## src/rtl/snake_pkg.sv

```systemverilog
// Shared types and constants for the snake game pixel path.
// Framebuffer geometry defaults and producer indices.
package snake_pkg;

  typedef enum logic {
    ARB   = 1'b0,
    BURST = 1'b1
  } state_t;

  localparam int DEF_XW = 8;
  localparam int DEF_YW = 7;
  localparam int DEF_CW = 3;

  localparam int CLEAR = 0;
  localparam int SNAKE = 1;
  localparam int FOOD  = 2;

endpackage

```

## src/rtl/vga_plot_arbiter_if.sv

```systemverilog
// Producer-side burst bus plus the shared VGA write port.
// The arbiter is the slave; producers and the VGA adapter face the master side.
interface vga_plot_arbiter_if #(
  parameter int NREQ = 3,
  parameter int XW   = 8,
  parameter int YW   = 7,
  parameter int CW   = 3
);

  logic [NREQ-1:0]    req;
  logic [NREQ-1:0]    last;
  logic [NREQ*XW-1:0] req_x;
  logic [NREQ*YW-1:0] req_y;
  logic [NREQ*CW-1:0] req_c;
  logic [NREQ-1:0]    grant;
  logic [XW-1:0]      x_out;
  logic [YW-1:0]      y_out;
  logic [CW-1:0]      colour_out;
  logic               plot;
  logic               busy;
  logic               timeout_err;

  modport slave (
    input  req, last, req_x, req_y, req_c,
    output grant, x_out, y_out, colour_out,
    output plot, busy, timeout_err
  );

  modport master (
    output req, last, req_x, req_y, req_c,
    input  grant, x_out, y_out, colour_out,
    input  plot, busy, timeout_err
  );

endinterface

```

## src/rtl/vga_plot_arbiter_rr_picker.sv

```systemverilog
// Round-robin pick: first set request scanning circularly from ptr.
// Purely combinational; pick is one-hot, valid flags any request.
module rr_picker #(
  parameter int NREQ = 3,
  parameter int PW   = 2
) (
  input  logic [NREQ-1:0] req,
  input  logic [PW-1:0]   ptr,
  output logic [NREQ-1:0] pick,
  output logic            valid
);

  always_comb begin
    pick  = '0;
    valid = 1'b0;
    for (int k = 0; k < NREQ; k++) begin
      if (!valid && req[(int'(ptr) + k) % NREQ]) begin
        pick[(int'(ptr) + k) % NREQ] = 1'b1;
        valid = 1'b1;
      end
    end
  end

endmodule

```

## src/rtl/vga_plot_arbiter.sv

```systemverilog
// Burst-level round-robin arbiter for the single VGA framebuffer write port.
// A watchdog releases the port when the owning producer stops sending.
module vga_plot_arbiter
  import snake_pkg::*;
#(
  parameter int NREQ    = 3,
  parameter int XW      = DEF_XW,
  parameter int YW      = DEF_YW,
  parameter int CW      = DEF_CW,
  parameter int TIMEOUT = 255
) (
  input logic clk,
  input logic rst,
  vga_plot_arbiter_if.slave bus
);

  localparam int PW = (NREQ > 1) ? $clog2(NREQ) : 1;
  localparam int WW = $clog2(TIMEOUT + 1);

  state_t          state_q, state_d;
  logic [PW-1:0]   rr_q, rr_d;
  logic [NREQ-1:0] grant_q, grant_d;
  logic [WW-1:0]   wd_q, wd_d;
  logic [XW-1:0]   x_q, x_d;
  logic [YW-1:0]   y_q, y_d;
  logic [CW-1:0]   c_q, c_d;
  logic            plot_q, plot_d;
  logic            terr_q, terr_d;

  logic [NREQ-1:0] pick;
  logic            pick_vld;
  logic [PW-1:0]   own;
  logic [PW-1:0]   own_nxt;
  logic            acc;
  logic            acc_last;

  rr_picker #(
    .NREQ (NREQ),
    .PW   (PW)
  ) u_pick (
    .req   (bus.req),
    .ptr   (rr_q),
    .pick  (pick),
    .valid (pick_vld)
  );

  always_comb begin
    own = '0;
    for (int i = 0; i < NREQ; i++) begin
      if (grant_q[i]) own = PW'(i);
    end
  end

  assign own_nxt  = (own == PW'(NREQ - 1)) ? '0 : own + PW'(1);
  assign acc      = |(grant_q & bus.req);
  assign acc_last = |(grant_q & bus.req & bus.last);

  always_comb begin
    state_d = state_q;
    rr_d    = rr_q;
    grant_d = grant_q;
    wd_d    = wd_q;
    x_d     = x_q;
    y_d     = y_q;
    c_d     = c_q;
    plot_d  = 1'b0;
    terr_d  = 1'b0;
    unique case (state_q)
      ARB: begin
        wd_d = '0;
        if (pick_vld) begin
          grant_d = pick;
          state_d = BURST;
        end
      end
      BURST: begin
        if (acc) begin
          x_d    = bus.req_x[own*XW +: XW];
          y_d    = bus.req_y[own*YW +: YW];
          c_d    = bus.req_c[own*CW +: CW];
          plot_d = 1'b1;
          wd_d   = '0;
          if (acc_last) begin
            grant_d = '0;
            state_d = ARB;
            rr_d    = own_nxt;
          end
        end else begin
          wd_d = wd_q + WW'(1);
          // owner stalled too long: release as if its last pixel went out
          if (wd_d == WW'(TIMEOUT)) begin
            wd_d    = '0;
            grant_d = '0;
            state_d = ARB;
            rr_d    = own_nxt;
            terr_d  = 1'b1;
          end
        end
      end
    endcase
  end

  always_ff @(posedge clk) begin
    if (rst) begin
      state_q <= ARB;
      rr_q    <= '0;
      grant_q <= '0;
      wd_q    <= '0;
      x_q     <= '0;
      y_q     <= '0;
      c_q     <= '0;
      plot_q  <= 1'b0;
      terr_q  <= 1'b0;
    end else begin
      state_q <= state_d;
      rr_q    <= rr_d;
      grant_q <= grant_d;
      wd_q    <= wd_d;
      x_q     <= x_d;
      y_q     <= y_d;
      c_q     <= c_d;
      plot_q  <= plot_d;
      terr_q  <= terr_d;
    end
  end

  assign bus.grant       = grant_q;
  assign bus.x_out       = x_q;
  assign bus.y_out       = y_q;
  assign bus.colour_out  = c_q;
  assign bus.plot        = plot_q;
  assign bus.busy        = |grant_q;
  assign bus.timeout_err = terr_q;

endmodule

```

## src/flat_wrapper.sv

```systemverilog
// flat-port wrapper written by rule: the top's interface ports become plain ports
module vga_plot_arbiter_flat import snake_pkg::*;
#(
  parameter int NREQ    = 3,
  parameter int XW      = DEF_XW,
  parameter int YW      = DEF_YW,
  parameter int CW      = DEF_CW,
  parameter int TIMEOUT = 255
)
  (clk, rst, bus_req, bus_last, bus_req_x, bus_req_y, bus_req_c, bus_grant, bus_x_out, bus_y_out, bus_colour_out, bus_plot, bus_busy, bus_timeout_err);
  vga_plot_arbiter_if #(.NREQ(NREQ), .XW(XW), .YW(YW), .CW(CW)) bus_i ();
  input logic clk;
  input logic rst;
  input wire logic [$bits(bus_i.req)-1:0] bus_req;
  input wire logic [$bits(bus_i.last)-1:0] bus_last;
  input wire logic [$bits(bus_i.req_x)-1:0] bus_req_x;
  input wire logic [$bits(bus_i.req_y)-1:0] bus_req_y;
  input wire logic [$bits(bus_i.req_c)-1:0] bus_req_c;
  output wire logic [$bits(bus_i.grant)-1:0] bus_grant;
  output wire logic [$bits(bus_i.x_out)-1:0] bus_x_out;
  output wire logic [$bits(bus_i.y_out)-1:0] bus_y_out;
  output wire logic [$bits(bus_i.colour_out)-1:0] bus_colour_out;
  output wire logic [$bits(bus_i.plot)-1:0] bus_plot;
  output wire logic [$bits(bus_i.busy)-1:0] bus_busy;
  output wire logic [$bits(bus_i.timeout_err)-1:0] bus_timeout_err;
  assign bus_i.req = bus_req;
  assign bus_i.last = bus_last;
  assign bus_i.req_x = bus_req_x;
  assign bus_i.req_y = bus_req_y;
  assign bus_i.req_c = bus_req_c;
  assign bus_grant = bus_i.grant;
  assign bus_x_out = bus_i.x_out;
  assign bus_y_out = bus_i.y_out;
  assign bus_colour_out = bus_i.colour_out;
  assign bus_plot = bus_i.plot;
  assign bus_busy = bus_i.busy;
  assign bus_timeout_err = bus_i.timeout_err;
  vga_plot_arbiter #(.NREQ(NREQ), .XW(XW), .YW(YW), .CW(CW), .TIMEOUT(TIMEOUT)) u_core (.clk(clk), .rst(rst), .bus(bus_i));
endmodule
```

## config.mk

```make
export PLATFORM = sky130hd
export DESIGN_NAME = vga_plot_arbiter_flat
export DESIGN_NICKNAME = d
export VERILOG_FILES = /design/src/rtl/snake_pkg.sv /design/src/rtl/vga_plot_arbiter_if.sv /design/src/rtl/vga_plot_arbiter_rr_picker.sv /design/src/rtl/vga_plot_arbiter.sv /design/src/flat_wrapper.sv
export SDC_FILE = /design/constraint.sdc
export NUM_CORES = 1
export LEC_CHECK = 0
export ABC_AREA = 1
export ABC_CLOCK_PERIOD_IN_PS = 3200
export BUFFER_PORTS_ARGS = -buffer_cell sky130_fd_sc_hd__buf_4
export CAP_MARGIN = 10
export CORE_MARGIN = 8
export CORE_UTILIZATION = 35
export DETAILED_ROUTE_END_ITERATION = 7
export GPL_ROUTABILITY_DRIVEN = 0
export PLACE_DENSITY = 0.7
export SKIP_LAST_GASP = 1
export SYNTH_ARGS = -nofsm -noshare
export SYNTH_HDL_FRONTEND = slang
export SYNTH_SLANG_ARGS = --single-unit
```

## constraint.sdc

```tcl
create_clock -name clk -period 3.2 [get_ports clk]
set_input_delay 0 -clock clk [delete_from_list [all_inputs] [get_ports clk]]
set_output_delay 0 -clock clk [all_outputs]
set_load 0.05 [all_outputs]
```

[Word level (Yosys, flattened, before mapping)]
Cells that the tools add are included.
W data, S select, Z words.
Storage, ports and cells
  bits of input ports: 62
  flip-flop bits (word level): 34
Cells by class
  multiply operators: 2
  $lt $le $gt $ge: 6
  multiplexer cells: 42
  $add $sub $neg: 4
  div/mod/pow operators: 3
  reductions and logical operators: 16
  shift-type cells: 3
  bitwise logic cells: 5
  eq/ne operators: 6
Operators by type and width (count)
  $ge A32 B1 Y1 const B: 3
  $lt A32 B4 Y1 const B: 3
  $mod A32 B3 Y32 const B: 2
  $mod A3 B3 Y32 const B: 1
  $shiftx A24 B6 Y8: 1
  $mux W3: 7
  $shiftx A21 B6 Y7: 1
  $mux W1: 19
  $mux W8: 2
  $pmux W8 S2: 1
  $mux W2: 5
  $reduce_or A3 Y1: 3
  $shiftx A9 B5 Y3: 1
  $add A8 B1 Y8 const B: 1
  $eq A8 B8 Y1 const B: 1
  $and A3 B3 Y3: 2
  $bmux W1 S2: 3
  $demux W1 S2: 3
  $ne A3 B3 Y1 const B: 2
  $or A3 B3 Y3: 2
  $pmux W3 S2: 1
  $reduce_and A3 Y1: 2
  $logic_and A1 B1 Y1: 5
  $mul A2 B3 Y5 const B: 1
  14 further kinds: 15

[Depth between registers and ports, before layout]
  depth in word-level cells: 13
  depth in mapped cells: 15

[Modules after synthesis]
Synthesis repeated with hierarchy kept, for this count alone.
Unflattened totals
  cell total of the unflattened synthesis: 293
  area, all modules: 2000.7 um^2
Modules (own cells, without submodules)
  vga_plot_arbiter: seq. area each 680.7 um^2, cells each 243, instances 1, area each 1724.2 um^2
  rr_picker: seq. area each 0.0 um^2, cells each 50, instances 1, area each 276.5 um^2

[Least setup slack after synthesis]
Ideal clock, no wire load.
  path kind: reg2reg
  start: reg u_core.rr_q[0]
  end: reg u_core.grant_q[0] (netlist: u_core.bus.grant[0])
  path slack: 1.570 ns
  arrival: 1.520 ns
  buffers on the path: 1
  clock period less this slack: 1.630 ns
  cell stages (with the launch flop): 12
  path through: dfxtp_1 -> inv_1 -> ha_1 -> buf_4 -> nor3_1 -> nor2_1 -> nand3_1 -> nand2_1 -> nand3_2 -> nand2_1 -> inv_1 -> nor2_1
Between the ends
  word-level cells in the longest chain between the ends: 13
  elaborated cells on any way between the ends: 45
  those cells by class: add/sub (2); div (3); order compare (6); eq/ne (1); mux (23); bitwise (2); reduce/logical (8)
Ends and longest elaborated chain
  start, declared: line vga_plot_arbiter.sv:21  | logic [PW-1:0] rr_q, rr_d;
  start signal, assigned: line vga_plot_arbiter.sv:116  | rr_q <= rr_d;
  branches (longest 13 deep; another with $mod A32 B3 Y32)
  end signal, assigned: line vga_plot_arbiter.sv:117  | grant_q <= grant_d;
  end, declared: line vga_plot_arbiter.sv:22  | logic [NREQ-1:0] grant_q, grant_d;
Parallel ways; which one is timed is not known. The select of a mux whose other input is x is not followed.
A chain may end at the register's enable or synchronous reset.

[Worst setup path after layout]
  start: reg u_core.grant_q[2] (netlist: u_core.bus.grant[2])
  end: reg u_core.rr_q[1]
Between the ends
  word-level cells in the longest chain between the ends: 5
  elaborated cells on any way between the ends: 14
  those cells by class: add/sub (1); eq/ne (2); mux (5); bitwise (2); reduce/logical (4)
Ends and longest elaborated chain
  $mux W2 or $and A3 B3 Y3 (tied branches): line vga_plot_arbiter.sv:50, vga_plot_arbiter.sv:55, vga_plot_arbiter.sv:56
  $add A2 B1 Y2, or another cell as far along: line vga_plot_arbiter.sv:54  | assign own_nxt = (own == PW'(NREQ - 1)) ? '0 : own + PW'(1);
  $mux W2 or $reduce_or A3 Y1 (tied branches): line vga_plot_arbiter.sv:54, vga_plot_arbiter.sv:56
  $mux W2, or another cell as far along: line vga_plot_arbiter.sv:91  | if (wd_d == WW'(TIMEOUT)) begin
  $mux W2 or $reduce_and A3 Y1 (tied branches)
Several ways; a longest one is shown, not always the timed one. The select of a mux whose other input is x is not followed.

==> results_dict.tcl <==
set metrics [dict create \
    outcome "complete, no violations" \
    cp.required_ns 3.43 \
    p_switching_w 0.000397 \
    place_area_mm2 0.00263 \
    holdPathStages 3 \
    hold_violations 0 \
    muxShareOfSynthArea_pct 0 \
    antenna_found_initial 0 \
    drtIter0Drc 99 \
    synth-simple-area-share_pct 36.1 \
    clkPwrFrac_pct 29.7 \
    cts_tree "built" \
    cts_buffers 5 \
    area_growth_syn_to_layout_pct 41.0 \
    fin_crit_ns 1.94 \
    syn_area_per_cell_um2 6.63 \
    rows 27 \
    switching_share_pct 34.6 \
    cap_violations 0 \
    wl_um 6160 \
    post-route-period-util_pct 60.6 \
    synth_top_cell_by_area "dfxtp_1" \
    nets 447 \
    grt_usage_pct 15.1 \
    crit_fanout 38 \
    antenna_cells 0 \
    synth_adder_area_share_pct 3.85 \
    power_density_mw_per_mm2 417 \
    grt_pass1_wl_um 10400 \
    synth_top_family_by_area "simple AND/OR/NAND/NOR gates" \
    dpl.hpwl_um 4730 \
    placement.io_buffers 85 \
    grt_max_degree 39 \
    grt_setup_unrepaired "false" \
    hold_class "input pin to flip-flop" \
    fin_util_pct 50.6 \
    clkTransAtPathRegs_ns 0.07 \
    grt_overflow 0 \
    seqPwrFrac_pct 40.8 \
    relSlewSlack_pct 48.1 \
    ys_seq_area_share_pct 34.9 \
    synth_cell_types 25 \
    fin_cells 452 \
    critPathMaxStageDelay_ns 0.38 \
    dieHeight_um 90.7 \
    crit_type "flip-flop to flip-flop" \
    fillerInstances 532 \
    worstMarginPinSlew_ns 0.778 \
    rr_worst_depth 9 \
    skew_ns 0.00520 \
    htree_num_levels 2 \
    synth_compound_area_share_pct 15.8 \
    comb_power_share_pct 29.6 \
    slew_viol_final 0 \
    wl_per_cell_um 13.6 \
    fin_area_mm2 0.00275 \
    p_int_w 0.000749 \
    synthesis.nets 362 \
    worstPathCellList "buf_4 > nand2_1 > nand3_1 > nand2_1 > inv_2 > nand2_1 > nand2_2 > nand2_1 > a21oi_1" \
    clockBufferDepth 2 \
    dp_cells 441 \
    fmax_mhz 515 \
    dr.pass1.iters 5 \
    via_count 2251 \
    die_area_mm2 0.00822 \
    initial_core_util_pct 35.9 \
    hold_ws_ns 0.0111 \
    register_area_um2 681 \
    ios 86 \
    fp.dieW_um 90.7 \
    final_antenna_net_count 0 \
    synth-xor-area-share_pct 0 \
    yosysTopAreaCellShare_pct 34.9 \
    synth.top_cells.by_area "dfxtp_1, nand2_1, a41oi_1" \
    drive_gt1_share_pct 27.4 \
    clock_latency_ns 0.29 \
    viasPerCell 4.98 \
    multi_input_area_mm2 0.00109 \
    cpMostUsedCell "nand2_1" \
    grt_pass1_vias 2310 \
    synthCells 294 \
    vdd_ir_drop_max_v 0.000239 \
    worstSetupEndpointType "flip-flop" \
    root_buffer "clkbuf_8" \
    cts.sinks 34 \
    ys_warn_count 0 \
    core_mm2 0.00544 \
    start_kind "flip-flop" \
    finalSetupViolCount 0 \
    p_leak_nw 1.32 \
    crit_slowest_cell "inv_2" \
    synth-seq-cells 34 \
    critical_path_arrival_ns 2.17 \
    syn-cell-area_mm2 0.00195 \
    finalSetupTns_ns 0 \
    drcViolationCount 0 \
]
-- power groups by stage --
stage / registers (W) / logic [W] / clock network (W)
floorplan: 0.000557 / 0.000124 / 0
global placement: 0.000476 / 0.000335 / 0
detailed placement: 0.000476 / 0.000336 / 0
CTS: 0.000467 / 0.000340 / 0.000347
global route: 0.000471 / 0.000368 / 0.000358
finish: 0.000467 / 0.000339 / 0.000340
-- Yosys cell counts (all sizes together) --
cell type and n:
o21ai 23, a41oi 16, nand4 6, nand3 24, a31oi 2, nor2 28, nor3 3, nand2 102
and2 1, ha 6, inv 31, buf 7, clkbuf 5, dfxtp 34, a21oi 3, o21bai 1
a22oi 2
-- cells by family after synthesis --
logic type / count (synthesis)
fa+ha+maj: 6
buf+inv: 43
flops: 34
compound gates: 47
simple gates: 164
-- per-layer routing --
metal	GRT usage [%]	vias to the layer above	part of all wire, %
met5	0	-	0
met4	6.24	0	2.3
met3	8.56	16	12
met2	23.0	88	45
met1	17.0	1008	40
li1	-	1139	-
-- final timing paths --
path	from	endpoint	slack [ns]
worst max-delay path	u_core.bus.grant[2]	u_core.rr_q[1]	1.26
worst min-delay path	bus_req_x[6]	u_core.bus.x_out[6]	0.01
worst max register to register	u_core.bus.grant[2]	u_core.rr_q[1]	1.26
worst min register to register	u_core.wd_q[0]	u_core.wd_q[0]	0.47
-- layout by cell type (no fill, tap or decap) --
| cell type | instances |
|---|---|
| nand3_1 | 22 |
| o21ai_0 | 22 |
| nand2_2 | 2 |
| a41oi_1 | 16 |
| inv_2 | 1 |
| nor2_2 | 3 |
| inv_1 | 30 |
| dlygate4sd3_1 | 3 |
| o21ai_2 | 1 |
| clkbuf_1 | 1 |
| o21bai_1 | 1 |
| and2_1 | 1 |
| nand3_2 | 2 |
| clkinv_2 | 1 |
| ha_1 | 6 |
| nand4_1 | 5 |
| a31oi_1 | 2 |
| nand2_1 | 100 |
| clkbuf_8 | 6 |
| a22oi_1 | 2 |
| nor2_1 | 25 |
| buf_4 | 87 |
| a21oi_1 | 3 |
| nor3_1 | 3 |
| nand4_4 | 1 |
| dfxtp_1 | 34 |
-- flip-flops by register name (all words and copies together) (netlist names) --
| name | flops |
|---|---|
| u_core.bus.colour_out | 3 |
| u_core.bus.grant | 3 |
| u_core.bus.plot | 1 |
| u_core.bus.timeout_err | 1 |
| u_core.bus.x_out | 8 |
| u_core.bus.y_out | 7 |
| u_core.rr_q | 2 |
| u_core.state_q | 1 |
| u_core.wd_q | 8 |
-- what timing repair did --
item / in CTS / in global routing
hold buffers: 3 / 0
resized for setup: 0 / 0
buffers inserted: 0 / 0
endpoints found under the hold margin: 5 / 0
-- through the flow --
stage	power (W)	setup WS (ns)
after floorplan	0.000681	1.57
after global placement	0.000811	1.32
after detailed placement	0.000812	1.25
after CTS	0.00115	1.24
after global routing	0.00120	0.982
final	0.00115	1.26
-- final cells by class --
cell class	instances	area share (%)
sequential	34	24.7
timing repair buffer	90	24.8
multi-input combinational	217	39.6
tap	72	3.28
inverter	31	4.23
clock inverter	1	0.182
clock buffer	7	3.14
-- critical path, delay by kind of cell, from the launching register on --
kind            cells  cell delay (ns)
compound gates      1             0.14
buf+inv             2             0.64
simple gates        6             0.79
flops               1             0.31
No activity file was read; power rests on OpenSTA's default activity.
